--- config.mk ---
export PLATFORM = sky130hd
export DESIGN_NAME = fnd_scan_decoder_flat
export DESIGN_NICKNAME = d
export VERILOG_FILES = /design/src/rtl/fnd_pkg.sv /design/src/rtl/fnd_scan_decoder_if.sv /design/src/rtl/fnd_seg_decode.sv /design/src/rtl/fnd_scan_decoder.sv /design/src/flat_wrapper.sv
export SDC_FILE = /design/constraint.sdc
export NUM_CORES = 1
export LEC_CHECK = 0
export BUFFER_PORTS_ARGS = -buffer_cell sky130_fd_sc_hd__buf_2
export CAP_MARGIN = 5
export CORE_UTILIZATION = 60
export CTS_CLUSTER_SIZE = 12
export DETAILED_ROUTE_END_ITERATION = 16
export HOLD_SLACK_MARGIN = 0.06
export PLACE_DENSITY = 0.91
export SKIP_LAST_GASP = 1
export SYNTH_ARGS = -nofsm -noshare
export SYNTH_HDL_FRONTEND = slang
export SYNTH_SLANG_ARGS = --single-unit
export TNS_END_PERCENT = 50
--- constraint.sdc ---
create_clock -name clk -period 12.59 [get_ports clk]
set_clock_uncertainty 0.1 [all_clocks]
set_input_delay 2.518 -clock clk [delete_from_list [all_inputs] [get_ports clk]]
set_output_delay 2.518 -clock clk [all_outputs]
set_load 0.05 [all_outputs]
--- src/rtl/fnd_pkg.sv ---
// Shared constants and types for the FND scan decoder: segment codes (active-low,
// {g,f,e,d,c,b,a}), digit-enable codes and the settle FSM state type.
package fnd_pkg;

  localparam logic [6:0] SEG_0     = 7'h40;
  localparam logic [6:0] SEG_1     = 7'h79;
  localparam logic [6:0] SEG_2     = 7'h24;
  localparam logic [6:0] SEG_3     = 7'h30;
  localparam logic [6:0] SEG_4     = 7'h19;
  localparam logic [6:0] SEG_5     = 7'h12;
  localparam logic [6:0] SEG_6     = 7'h02;
  localparam logic [6:0] SEG_7     = 7'h78;
  localparam logic [6:0] SEG_8     = 7'h00;
  localparam logic [6:0] SEG_9     = 7'h10;
  localparam logic [6:0] SEG_BLANK = 7'h7F;

  localparam logic [3:0] COM_D0  = 4'b1110;
  localparam logic [3:0] COM_D1  = 4'b1101;
  localparam logic [3:0] COM_D2  = 4'b1011;
  localparam logic [3:0] COM_D3  = 4'b0111;
  localparam logic [3:0] COM_OFF = 4'b1111;

  typedef enum logic {
    ST_WAIT_SETTLE,
    ST_LATCHED
  } fnd_state_e;

  // Four BCD digits {d3,d2,d1,d0} to binary; the result never exceeds 9999.
  function automatic logic [13:0] bcd4_to_bin(input logic [15:0] bcd);
    return 14'(bcd[15:12]) * 14'd1000
         + 14'(bcd[11:8])  * 14'd100
         + 14'(bcd[7:4])   * 14'd10
         + 14'(bcd[3:0]);
  endfunction

endpackage

--- src/rtl/fnd_scan_decoder_if.sv ---
// FND display bus plus the decoded frame readback; the display side is master,
// the decoder is slave.
interface fnd_scan_decoder_if;

  logic [3:0]  fnd_com;
  logic [6:0]  fnd_data;
  logic [15:0] digits_bcd;
  logic [13:0] value;
  logic [3:0]  blank_mask;
  logic [3:0]  err_mask;
  logic        frame_valid;
  logic        changed;
  logic        com_err;
  logic        stale;

  modport master (
    output fnd_com, fnd_data,
    input  digits_bcd, value, blank_mask, err_mask,
    input  frame_valid, changed, com_err, stale
  );

  modport slave (
    input  fnd_com, fnd_data,
    output digits_bcd, value, blank_mask, err_mask,
    output frame_valid, changed, com_err, stale
  );

endinterface

--- src/rtl/fnd_seg_decode.sv ---
// Combinational seven-segment pattern to BCD decode; blank and unknown patterns
// both read as digit 0 and are told apart by their flags.
module fnd_seg_decode
  import fnd_pkg::*;
(
  input  logic [6:0] seg_i,
  output logic [3:0] bcd_o,
  output logic       blank_o,
  output logic       err_o
);

  always_comb begin
    bcd_o   = 4'd0;
    blank_o = 1'b0;
    err_o   = 1'b0;
    case (seg_i)
      SEG_0:     bcd_o = 4'd0;
      SEG_1:     bcd_o = 4'd1;
      SEG_2:     bcd_o = 4'd2;
      SEG_3:     bcd_o = 4'd3;
      SEG_4:     bcd_o = 4'd4;
      SEG_5:     bcd_o = 4'd5;
      SEG_6:     bcd_o = 4'd6;
      SEG_7:     bcd_o = 4'd7;
      SEG_8:     bcd_o = 4'd8;
      SEG_9:     bcd_o = 4'd9;
      SEG_BLANK: blank_o = 1'b1;
      default:   err_o = 1'b1;
    endcase
  end

endmodule

--- src/rtl/fnd_scan_decoder.sv ---
// Receive side of the 4-digit multiplexed FND bus: settles each scan dwell,
// decodes segments back to BCD and publishes complete frames.
//   state          | meaning
//   ST_WAIT_SETTLE | counting identical samples of {com, data}
//   ST_LATCHED     | dwell consumed; hold until the bus moves, check frame completion
module fnd_scan_decoder
  import fnd_pkg::*;
#(
  parameter int unsigned SETTLE_CYCLES  = 4,
  parameter int unsigned TIMEOUT_CYCLES = 1_000_000
) (
  input logic               clk,
  input logic               rst,
  fnd_scan_decoder_if.slave bus
);

  localparam int unsigned      CNT_W       = 8;
  localparam int unsigned      TMO_W       = $clog2(TIMEOUT_CYCLES + 1);
  // settle_q holds (identical samples - 2) while the pair is steady
  localparam logic [CNT_W-1:0] SETTLE_LAST = CNT_W'(SETTLE_CYCLES - 2);
  localparam logic [CNT_W-1:0] CNT_MAX     = '1;
  localparam logic [TMO_W-1:0] TMO_MAX     = TMO_W'(TIMEOUT_CYCLES);

  logic [3:0]       com_q, com_prev_q;
  logic [6:0]       data_q, data_prev_q;
  logic [CNT_W-1:0] settle_q, settle_d;
  fnd_state_e       state_q, state_d;
  logic             same, latch, frame_done;

  logic [3:0]       slot_sel;
  logic             com_multi;
  logic [3:0]       dec_bcd;
  logic             dec_blank, dec_err;

  logic [15:0]      slot_bcd_q, slot_bcd_d;
  logic [3:0]       slot_blank_q, slot_blank_d;
  logic [3:0]       slot_err_q, slot_err_d;
  logic [3:0]       seen_q, seen_d;

  logic [15:0]      digits_q;
  logic [13:0]      value_q;
  logic [3:0]       blank_q, err_q;
  logic             frame_valid_q, changed_q, com_err_q, have_frame_q;
  logic             changed_d;
  logic [TMO_W-1:0] tmo_q, tmo_d;

  fnd_seg_decode u_seg_decode (
    .seg_i   (data_q),
    .bcd_o   (dec_bcd),
    .blank_o (dec_blank),
    .err_o   (dec_err)
  );

  assign same = (com_q == com_prev_q) && (data_q == data_prev_q);

  always_comb begin
    settle_d = '0;
    if (same) begin
      settle_d = (settle_q == CNT_MAX) ? settle_q : settle_q + 1'b1;
    end
  end

  always_comb begin
    slot_sel  = 4'b0000;
    com_multi = 1'b0;
    case (com_q)
      COM_D0:  slot_sel = 4'b0001;
      COM_D1:  slot_sel = 4'b0010;
      COM_D2:  slot_sel = 4'b0100;
      COM_D3:  slot_sel = 4'b1000;
      COM_OFF: slot_sel = 4'b0000;
      default: com_multi = 1'b1;
    endcase
  end

  always_comb begin
    state_d    = state_q;
    latch      = 1'b0;
    frame_done = 1'b0;
    case (state_q)
      ST_WAIT_SETTLE: begin
        if (same && (settle_q == SETTLE_LAST)) begin
          latch   = 1'b1;
          state_d = ST_LATCHED;
        end
      end
      ST_LATCHED: begin
        frame_done = (seen_q == 4'b1111);
        if (!same) begin
          state_d = ST_WAIT_SETTLE;
        end
      end
      default: state_d = ST_WAIT_SETTLE;
    endcase
  end

  always_comb begin
    slot_bcd_d   = slot_bcd_q;
    slot_blank_d = slot_blank_q;
    slot_err_d   = slot_err_q;
    seen_d       = seen_q;
    if (latch) begin
      for (int i = 0; i < 4; i++) begin
        if (slot_sel[i]) begin
          slot_bcd_d[4*i +: 4] = dec_bcd;
          slot_blank_d[i]      = dec_blank;
          slot_err_d[i]        = dec_err;
          seen_d[i]            = 1'b1;
        end
      end
    end
    if (frame_done) begin
      seen_d = 4'b0000;
    end
  end

  // First frame after reset always reports a change, even an all-zero one.
  assign changed_d = frame_done &&
                     (!have_frame_q || (slot_bcd_q != digits_q) || (slot_blank_q != blank_q));

  // A completing frame beats saturation so stale cannot flash on that edge.
  always_comb begin
    tmo_d = tmo_q;
    if (frame_done) begin
      tmo_d = '0;
    end else if (tmo_q != TMO_MAX) begin
      tmo_d = tmo_q + 1'b1;
    end
  end

  always_ff @(posedge clk) begin
    if (rst) begin
      com_q         <= COM_OFF;
      data_q        <= SEG_BLANK;
      com_prev_q    <= COM_OFF;
      data_prev_q   <= SEG_BLANK;
      settle_q      <= '0;
      state_q       <= ST_WAIT_SETTLE;
      slot_bcd_q    <= '0;
      slot_blank_q  <= '0;
      slot_err_q    <= '0;
      seen_q        <= '0;
      digits_q      <= '0;
      value_q       <= '0;
      blank_q       <= '0;
      err_q         <= '0;
      frame_valid_q <= 1'b0;
      changed_q     <= 1'b0;
      com_err_q     <= 1'b0;
      have_frame_q  <= 1'b0;
      tmo_q         <= '0;
    end else begin
      com_q         <= bus.fnd_com;
      data_q        <= bus.fnd_data;
      com_prev_q    <= com_q;
      data_prev_q   <= data_q;
      settle_q      <= settle_d;
      state_q       <= state_d;
      slot_bcd_q    <= slot_bcd_d;
      slot_blank_q  <= slot_blank_d;
      slot_err_q    <= slot_err_d;
      seen_q        <= seen_d;
      frame_valid_q <= frame_done;
      changed_q     <= changed_d;
      com_err_q     <= latch && com_multi;
      tmo_q         <= tmo_d;
      if (frame_done) begin
        digits_q     <= slot_bcd_q;
        value_q      <= bcd4_to_bin(slot_bcd_q);
        blank_q      <= slot_blank_q;
        err_q        <= slot_err_q;
        have_frame_q <= 1'b1;
      end
    end
  end

  assign bus.digits_bcd  = digits_q;
  assign bus.value       = value_q;
  assign bus.blank_mask  = blank_q;
  assign bus.err_mask    = err_q;
  assign bus.frame_valid = frame_valid_q;
  assign bus.changed     = changed_q;
  assign bus.com_err     = com_err_q;
  assign bus.stale       = (tmo_q == TMO_MAX);

endmodule

--- src/flat_wrapper.sv ---
// flat-port wrapper written by rule: the top's interface ports become plain ports
module fnd_scan_decoder_flat import fnd_pkg::*;
#(
  parameter int unsigned SETTLE_CYCLES  = 4,
  parameter int unsigned TIMEOUT_CYCLES = 1_000_000
)
  (clk, rst, bus_fnd_com, bus_fnd_data, bus_digits_bcd, bus_value, bus_blank_mask, bus_err_mask, bus_frame_valid, bus_changed, bus_com_err, bus_stale);
  fnd_scan_decoder_if bus_i ();
  input logic clk;
  input logic rst;
  input wire logic [$bits(bus_i.fnd_com)-1:0] bus_fnd_com;
  input wire logic [$bits(bus_i.fnd_data)-1:0] bus_fnd_data;
  output wire logic [$bits(bus_i.digits_bcd)-1:0] bus_digits_bcd;
  output wire logic [$bits(bus_i.value)-1:0] bus_value;
  output wire logic [$bits(bus_i.blank_mask)-1:0] bus_blank_mask;
  output wire logic [$bits(bus_i.err_mask)-1:0] bus_err_mask;
  output wire logic [$bits(bus_i.frame_valid)-1:0] bus_frame_valid;
  output wire logic [$bits(bus_i.changed)-1:0] bus_changed;
  output wire logic [$bits(bus_i.com_err)-1:0] bus_com_err;
  output wire logic [$bits(bus_i.stale)-1:0] bus_stale;
  assign bus_i.fnd_com = bus_fnd_com;
  assign bus_i.fnd_data = bus_fnd_data;
  assign bus_digits_bcd = bus_i.digits_bcd;
  assign bus_value = bus_i.value;
  assign bus_blank_mask = bus_i.blank_mask;
  assign bus_err_mask = bus_i.err_mask;
  assign bus_frame_valid = bus_i.frame_valid;
  assign bus_changed = bus_i.changed;
  assign bus_com_err = bus_i.com_err;
  assign bus_stale = bus_i.stale;
  fnd_scan_decoder #(.SETTLE_CYCLES(SETTLE_CYCLES), .TIMEOUT_CYCLES(TIMEOUT_CYCLES)) u_core (.clk(clk), .rst(rst), .bus(bus_i));
endmodule
# Word level (Yosys, flattened, before mapping)
# Index checks and enable logic that the tools add are counted.
# word_totals
output_inout_bits,42
regBits,121
in_bits,13
# op_classes
n_eq_ne,24
n_addsub,5
n_mul,3
n_mux,10
bitwise_logic,2
reduce_logical,16
# ops
op,n
one-hot mux 4 bit (9 select lines),1
== test 7 bit (second input constant),4
== test 7 x 5 -> 1 bit (second input constant),3
adder 20 x 1 -> 20 bit (second input constant),1
== test 20 bit (second input constant),1
== test 4 bit (second input constant),5
!= test 20 bit (second input constant),1
!= test 16 bit,1
one-hot mux 4 bit (4 select lines),1
adder 14 x 11 -> 14 bit,1
adder 14 x 4 -> 14 bit,1
adder 14 x 8 -> 14 bit,1
== test 7 x 6 -> 1 bit (second input constant),2
multiplier 4 x 7 -> 11 bit (second input constant),1
OR reduction 11 bit,1
multiplier 4 x 5 -> 9 bit (second input constant),1
adder 8 x 1 -> 8 bit (second input constant),1
== test 8 x 2 -> 1 bit (second input constant),1
== test 8 bit (second input constant),1
AND reduction 2 bit,4
== test 7 x 2 -> 1 bit (second input constant),1
== test 7 bit,1
logical NOT 7 bit,1
multiplier 4 x 3 -> 7 bit (second input constant),1
other kinds (11),23

# Depth between registers and ports, before layout
# depth
word_depth,6
ltp_mapped,18
ltp_nobuf,18

# By module
# Synthesis repeated with hierarchy kept, for this count alone.
# unflattened
hier_cells,724
area_unflattened_um2,6580.1
# modules_own_cells
mod,area_each_um2,instances,cells_per_inst
fnd_scan_decoder,6388.6,1,696
fnd_seg_decode,191.4,1,28

# Least setup slack after synthesis
# OpenSTA, ideal clock, no wires.
# synth_path
path_kind,register -> output
startpoint,register u_core.tmo_q[2]
endpoint,output port bus_stale
path_stages_with_launch,3
arrival_time_ns,2.412
required_ns,9.972
setup_slack_ns,7.560
cell_sequence,dfxtp_1 or4_1 nor4_1
# synth_via
elab_chain_len,1
# synth_rtl
item,line,text
start: declaration,fnd_scan_decoder.sv:45,"logic [TMO_W-1:0] tmo_q, tmo_d;"
start signal: assignment,fnd_scan_decoder.sv:166,tmo_q <= tmo_d;
== test 20 bit,fnd_scan_decoder.sv:184,assign bus.stale = (tmo_q == TMO_MAX);
end: declaration,flat_wrapper.sv:20,output wire logic [$bits(bus_i.stale)-1:0] bus_stale;
# No other way between the ends.

# Worst setup path in the final report
# layout_path
startpoint,register u_core.slot_bcd_q[14]
endpoint,register u_core.value_q[13] (netlist: u_core.bus.value[13])
# layout_via
elab_chain_len,4
# layout_rtl
item,line,text
start: declaration,fnd_scan_decoder.sv:35,"logic [15:0] slot_bcd_q, slot_bcd_d;"
start signal: assignment,fnd_scan_decoder.sv:159,slot_bcd_q <= slot_bcd_d;
multiplier 4 x 7 -> 11 bit,fnd_pkg.sv:30,return 14'(bcd[15:12]) * 14'd1000
adder 14 x 11 -> 14 bit,fnd_pkg.sv:31,+ 14'(bcd[11:8]) * 14'd100
adder 14 x 8 -> 14 bit,fnd_pkg.sv:32,+ 14'(bcd[7:4]) * 14'd10
adder 14 x 4 -> 14 bit,fnd_pkg.sv:33,+ 14'(bcd[3:0]);
end signal: assignment,fnd_scan_decoder.sv:169,value_q <= bcd4_to_bin(slot_bcd_q);
end: declaration,fnd_scan_decoder.sv:41,logic [13:0] value_q;
# No other way between the ends.
# A chain may end at the register's enable or synchronous reset.

==> parameters.txt <==
Parameter                              Value

Run status
  Run status ... complete, no violations

Yosys
  XOR/XNOR share of the synthesized area ... 8.164%
  Mapped Avg Cell Area ... 8.938 um2
  Dominant synthesized flop cell ... dfxtp_1
  Share of synthesized area occupied by flip-flops and latches ... 36.37%
  Number of different library cells in the post-synthesis netlist ... 58
  Flops & latches, synth ... 120
  Most area-consuming cells after synthesis ... dfxtp_1 (36%), ha_1 (10%), fa_1 (5.2%)
  Number of enable flip-flop cells after synthesis ... 0
  Share of flip-flops with an asynchronous set or reset ... 0%
  Combinational family with the most area after synthesis ... simple AND/OR/NAND/NOR gates
  Complex-gate fraction of the synthesized area ... 8.808%
  Post-Synthesis Cell Area ... 0.006605 mm2
  Top cell type's share of synthesized area ... 36.37%
  Share of synthesized cell area in and, or, nand and nor gates ... 21.84%
  Share of synthesized area spent on multiplexers ... 4.243%
  Syn. warnings ... 0
  Total nets after synthesis ... 823
  Gate count of the mapped netlist ... 739
  Cell accounting for the most synthesized area ... dfxtp_1
  Post-Synth Adder-Cell Area ... 15.38%

Clock tree
  Clock buffers created by TritonCTS ... 17
  Count of instances resized after the clock tree is built ... 0
  TritonCTS Sinks ... 120
  Buffers inserted by post-CTS timing repair ... 0
  TritonCTS clock tree ... yes
  CTS H-Tree Depth ... 4
  Hold buffer count at CTS ... 0
  Clock latency on the worst-skew pair ... 0.53 ns
  Clock tree root buffer cell ... clkbuf_8
  Clk slew on worst S/H paths ... 0.06 ns
  Number of buffers on the longest clock path ... 2

Routing
  WL/cell ... 17.20 um
  Number of vias after detailed routing ... 5,419
  Starting DRT DRC Count ... 435
  Routed vias/inst ... 5.827
  Number of remaining DRC errors ... 0
  First-pass DRT Iterations ... 6
  Count of antenna-violating nets left after detailed routing ... 0
  Total Wirelength ... 15.99 mm

Timing
  Max Clock Freq ... 202.8 MHz
  Final Hold Slack ... 0.3570 ns
  Tmin final ... 4.931 ns
  Slew of the pin with the lowest slew margin ... 0.9493 ns
  Relative max-transition margin ... 35.89%
  Final Hold Viols ... 0
  Final number of max-transition violations ... 0
  Final count of negative-setup-slack endpoints ... 0
  Portion of the clock cycle consumed by the worst path in the final layout ... 39.17%
  Setup TNS after final layout ... 0 ns
  RSZ-0062 raised after global routing ... false

Die
  I/O pin count ... 55
  Die Height ... 106.9 um
  Core region area ... 0.01051 mm2
  Die Outline Area ... 0.01143 mm2
  Standard-cell row count ... 37
  Starting density of the core ... 62.85%
  Die boundary width ... 106.9 um

Place
  Number of buffer cells added on primary ports ... 54
  Final HPWL DP ... 10.68 mm
  GP Congestion ... 0.9089
  DP Area ... 0.006928 mm2

Worst setup path
  Worst Path Max Fanout ... 9
  Reg2Reg Setup Slack ... 7.66 ns
  Critical R2R Capture ... u_core.bus.value[13]$_SDFFE_PP0P_
  Data required time at the worst endpoint ... 12.91 ns
  Startpoint type of the worst setup path ... flip-flop
  Depth of the worst register-to-register path ... 18
  R2r startpoint ... u_core.slot_bcd_q[14]$_SDFFE_PP0P_
  Endpoint arrival time on the critical path ... 5.25 ns
  Type of the worst setup path ... reg -> reg
  Element type at the critical path end ... flip-flop

Cells and area
  End-of-flow core utilization ... 71.26%
  Count of nets after finishing ... 867
  Area added between synthesis and finish ... 13.37%
  Area of combinational cells with multiple inputs ... 0.003860 mm2
  Antenna Diode Count ... 0
  Layout cell share with drive strength beyond 1 ... 14.74%
  Storage cell area ... 0.002402 mm2
  Filler Cell Count ... 712
  Post-route cell area ... 0.007488 mm2

Hold path
  Hold Path Cell Cnt ... 2
  Hold/Removal Path Class ... reg -> reg
  Startpoint of the tightest hold check path ... u_core.bus.value[3]$_SDFFE_PP0P_
  End point of the most critical hold path ... u_core.bus.value[3]$_SDFFE_PP0P_

GRT
  Pin count of the biggest net entering global routing ... 92
  Antenna violations before repair ... 0
  Final global-route overflow total ... 0
  Vias in the first global route ... 5,494
  First-pass GRT wire length ... 26.25 mm
  Overall track demand over capacity in global routing ... 29.82%

Power
  Total power of the final layout ... 878.4 uW
  PwrDens ... 117.3 mW/mm2
  Peak supply drop ... 0.1021 mV
  Leak Pwr ... 3.312 nW

Flow run
  Max-cap violations ... 0
-- critical path, cell delays in order, from the launching register on --
cell and delay, ns:
dfxtp_1 0.44, fa_1 0.64, inv_1 0.12, fa_1 0.52, inv_1 0.04, ha_1 0.34
nor2b_1 0.15, o21ai_0 0.21, nand2_1 0.11, xnor2_1 0.16, ha_1 0.25, ha_1 0.30
ha_1 0.37, nand3_1 0.15, nor2_1 0.17, o31ai_1 0.09, a21oi_1 0.22, xnor3_1 0.25
o21a_1 0.18
-- per-layer routing --
metal	part of all wire, %	global-route usage (%)
met2	49	51.57
met3	6.0	6.565
met5	0	0
met1	40	34.24
met4	4.6	16.05
-- worst max-delay path by stage --
stage / startpoint / end / slack, ns / cells after the start
4_1_cts: u_core.slot_bcd_q[14]$_SDFFE_PP0P_ / u_core.bus.value[13]$_SDFFE_PP0P_ / 7.69 / 18
2_1_floorplan: u_core.tmo_q[2]$_SDFFE_PP0N_ / bus_stale / 7.56 / 2
3_3_place_gp: u_core.slot_bcd_q[14]$_SDFFE_PP0P_ / u_core.bus.value[13]$_SDFFE_PP0P_ / 8.03 / 17
3_5_place_dp: u_core.slot_bcd_q[14]$_SDFFE_PP0P_ / u_core.bus.value[13]$_SDFFE_PP0P_ / 7.73 / 18
5_1_grt: u_core.slot_bcd_q[14]$_SDFFE_PP0P_ / u_core.bus.value[13]$_SDFFE_PP0P_ / 7.38 / 18
6_report: u_core.slot_bcd_q[14]$_SDFFE_PP0P_ / u_core.bus.value[13]$_SDFFE_PP0P_ / 7.66 / 18
-- placed cells by master, fill, tap and decap left out, types with 14 or more instances in the layout --
cell type	n
nand3_1	18
nand2_1	79
clkbuf_16	16
mux2i_1	28
xor2_1	29
ha_1	54
xnor2_1	30
buf_2	54
inv_1	54
o21ai_0	14
a21oi_1	51
or2_2	24
nor2_1	78
fa_1	17
dfxtp_1	120
-- through the flow --
stage	cells	setup slack [ns]
after floorplan	739	7.560
after global placement	900	8.031
after detailed placement	900	7.728
after CTS	930	7.687
after global routing	930	7.382
final	930	7.659
-- layout make-up --
class | count | area share (%)
Clock buffer | 22 | 6.182
Clock inverter | 8 | 1.303
Inverter | 54 | 2.707
Multi-Input combinational cell | 533 | 51.55
Sequential cell | 120 | 32.08
Tap cell | 136 | 2.272
Timing Repair Buffer | 57 | 3.910
-- synth_stat cells (all sizes together), types with 18 or more instances --
library cell,count
xnor2,30
a21oi,51
nor2,78
nand3,18
ha,54
mux2i,28
clkbuf,26
dfxtp,120
or2,24
xor2,29
inv,54
nand2,79
-- power by group --
part	total (mW)	internal, mW	switching (mW)
Combinational	0.0265	0.0106	0.0159
Clock	0.461	0.294	0.168
Sequential	0.391	0.384	0.00648
Total	0.878	0.688	0.190
-- kinds of logic after synthesis --
family                   count (synthesis)
XOR/XNOR                                60
flip-flops                             120
multiplexers                            28
buffers and inverters                   86
AND/OR/NAND/NOR                        276
AO/OA/AOI/OAI                           98
adder cells (fa/ha/maj)                 71
-- registers in the layout, summed over array words and instances (netlist names) --
register                count
u_core.data_prev_q          7
u_core.bus.err_mask         4
u_core.data_q               7
u_core.slot_bcd_q          16
u_core.slot_err_q           4
u_core.bus.frame_valid      1
u_core.bus.digits_bcd      15
u_core.com_q                4
u_core.com_prev_q           4
u_core.bus.value           14
u_core.tmo_q               20
u_core.bus.com_err          1
u_core.settle_q             8
u_core.have_frame_q         1
u_core.slot_blank_q         4
u_core.bus.blank_mask       4
u_core.state_q              1
u_core.seen_q               4
u_core.bus.changed          1
No activity file was read; power rests on OpenSTA's default activity.
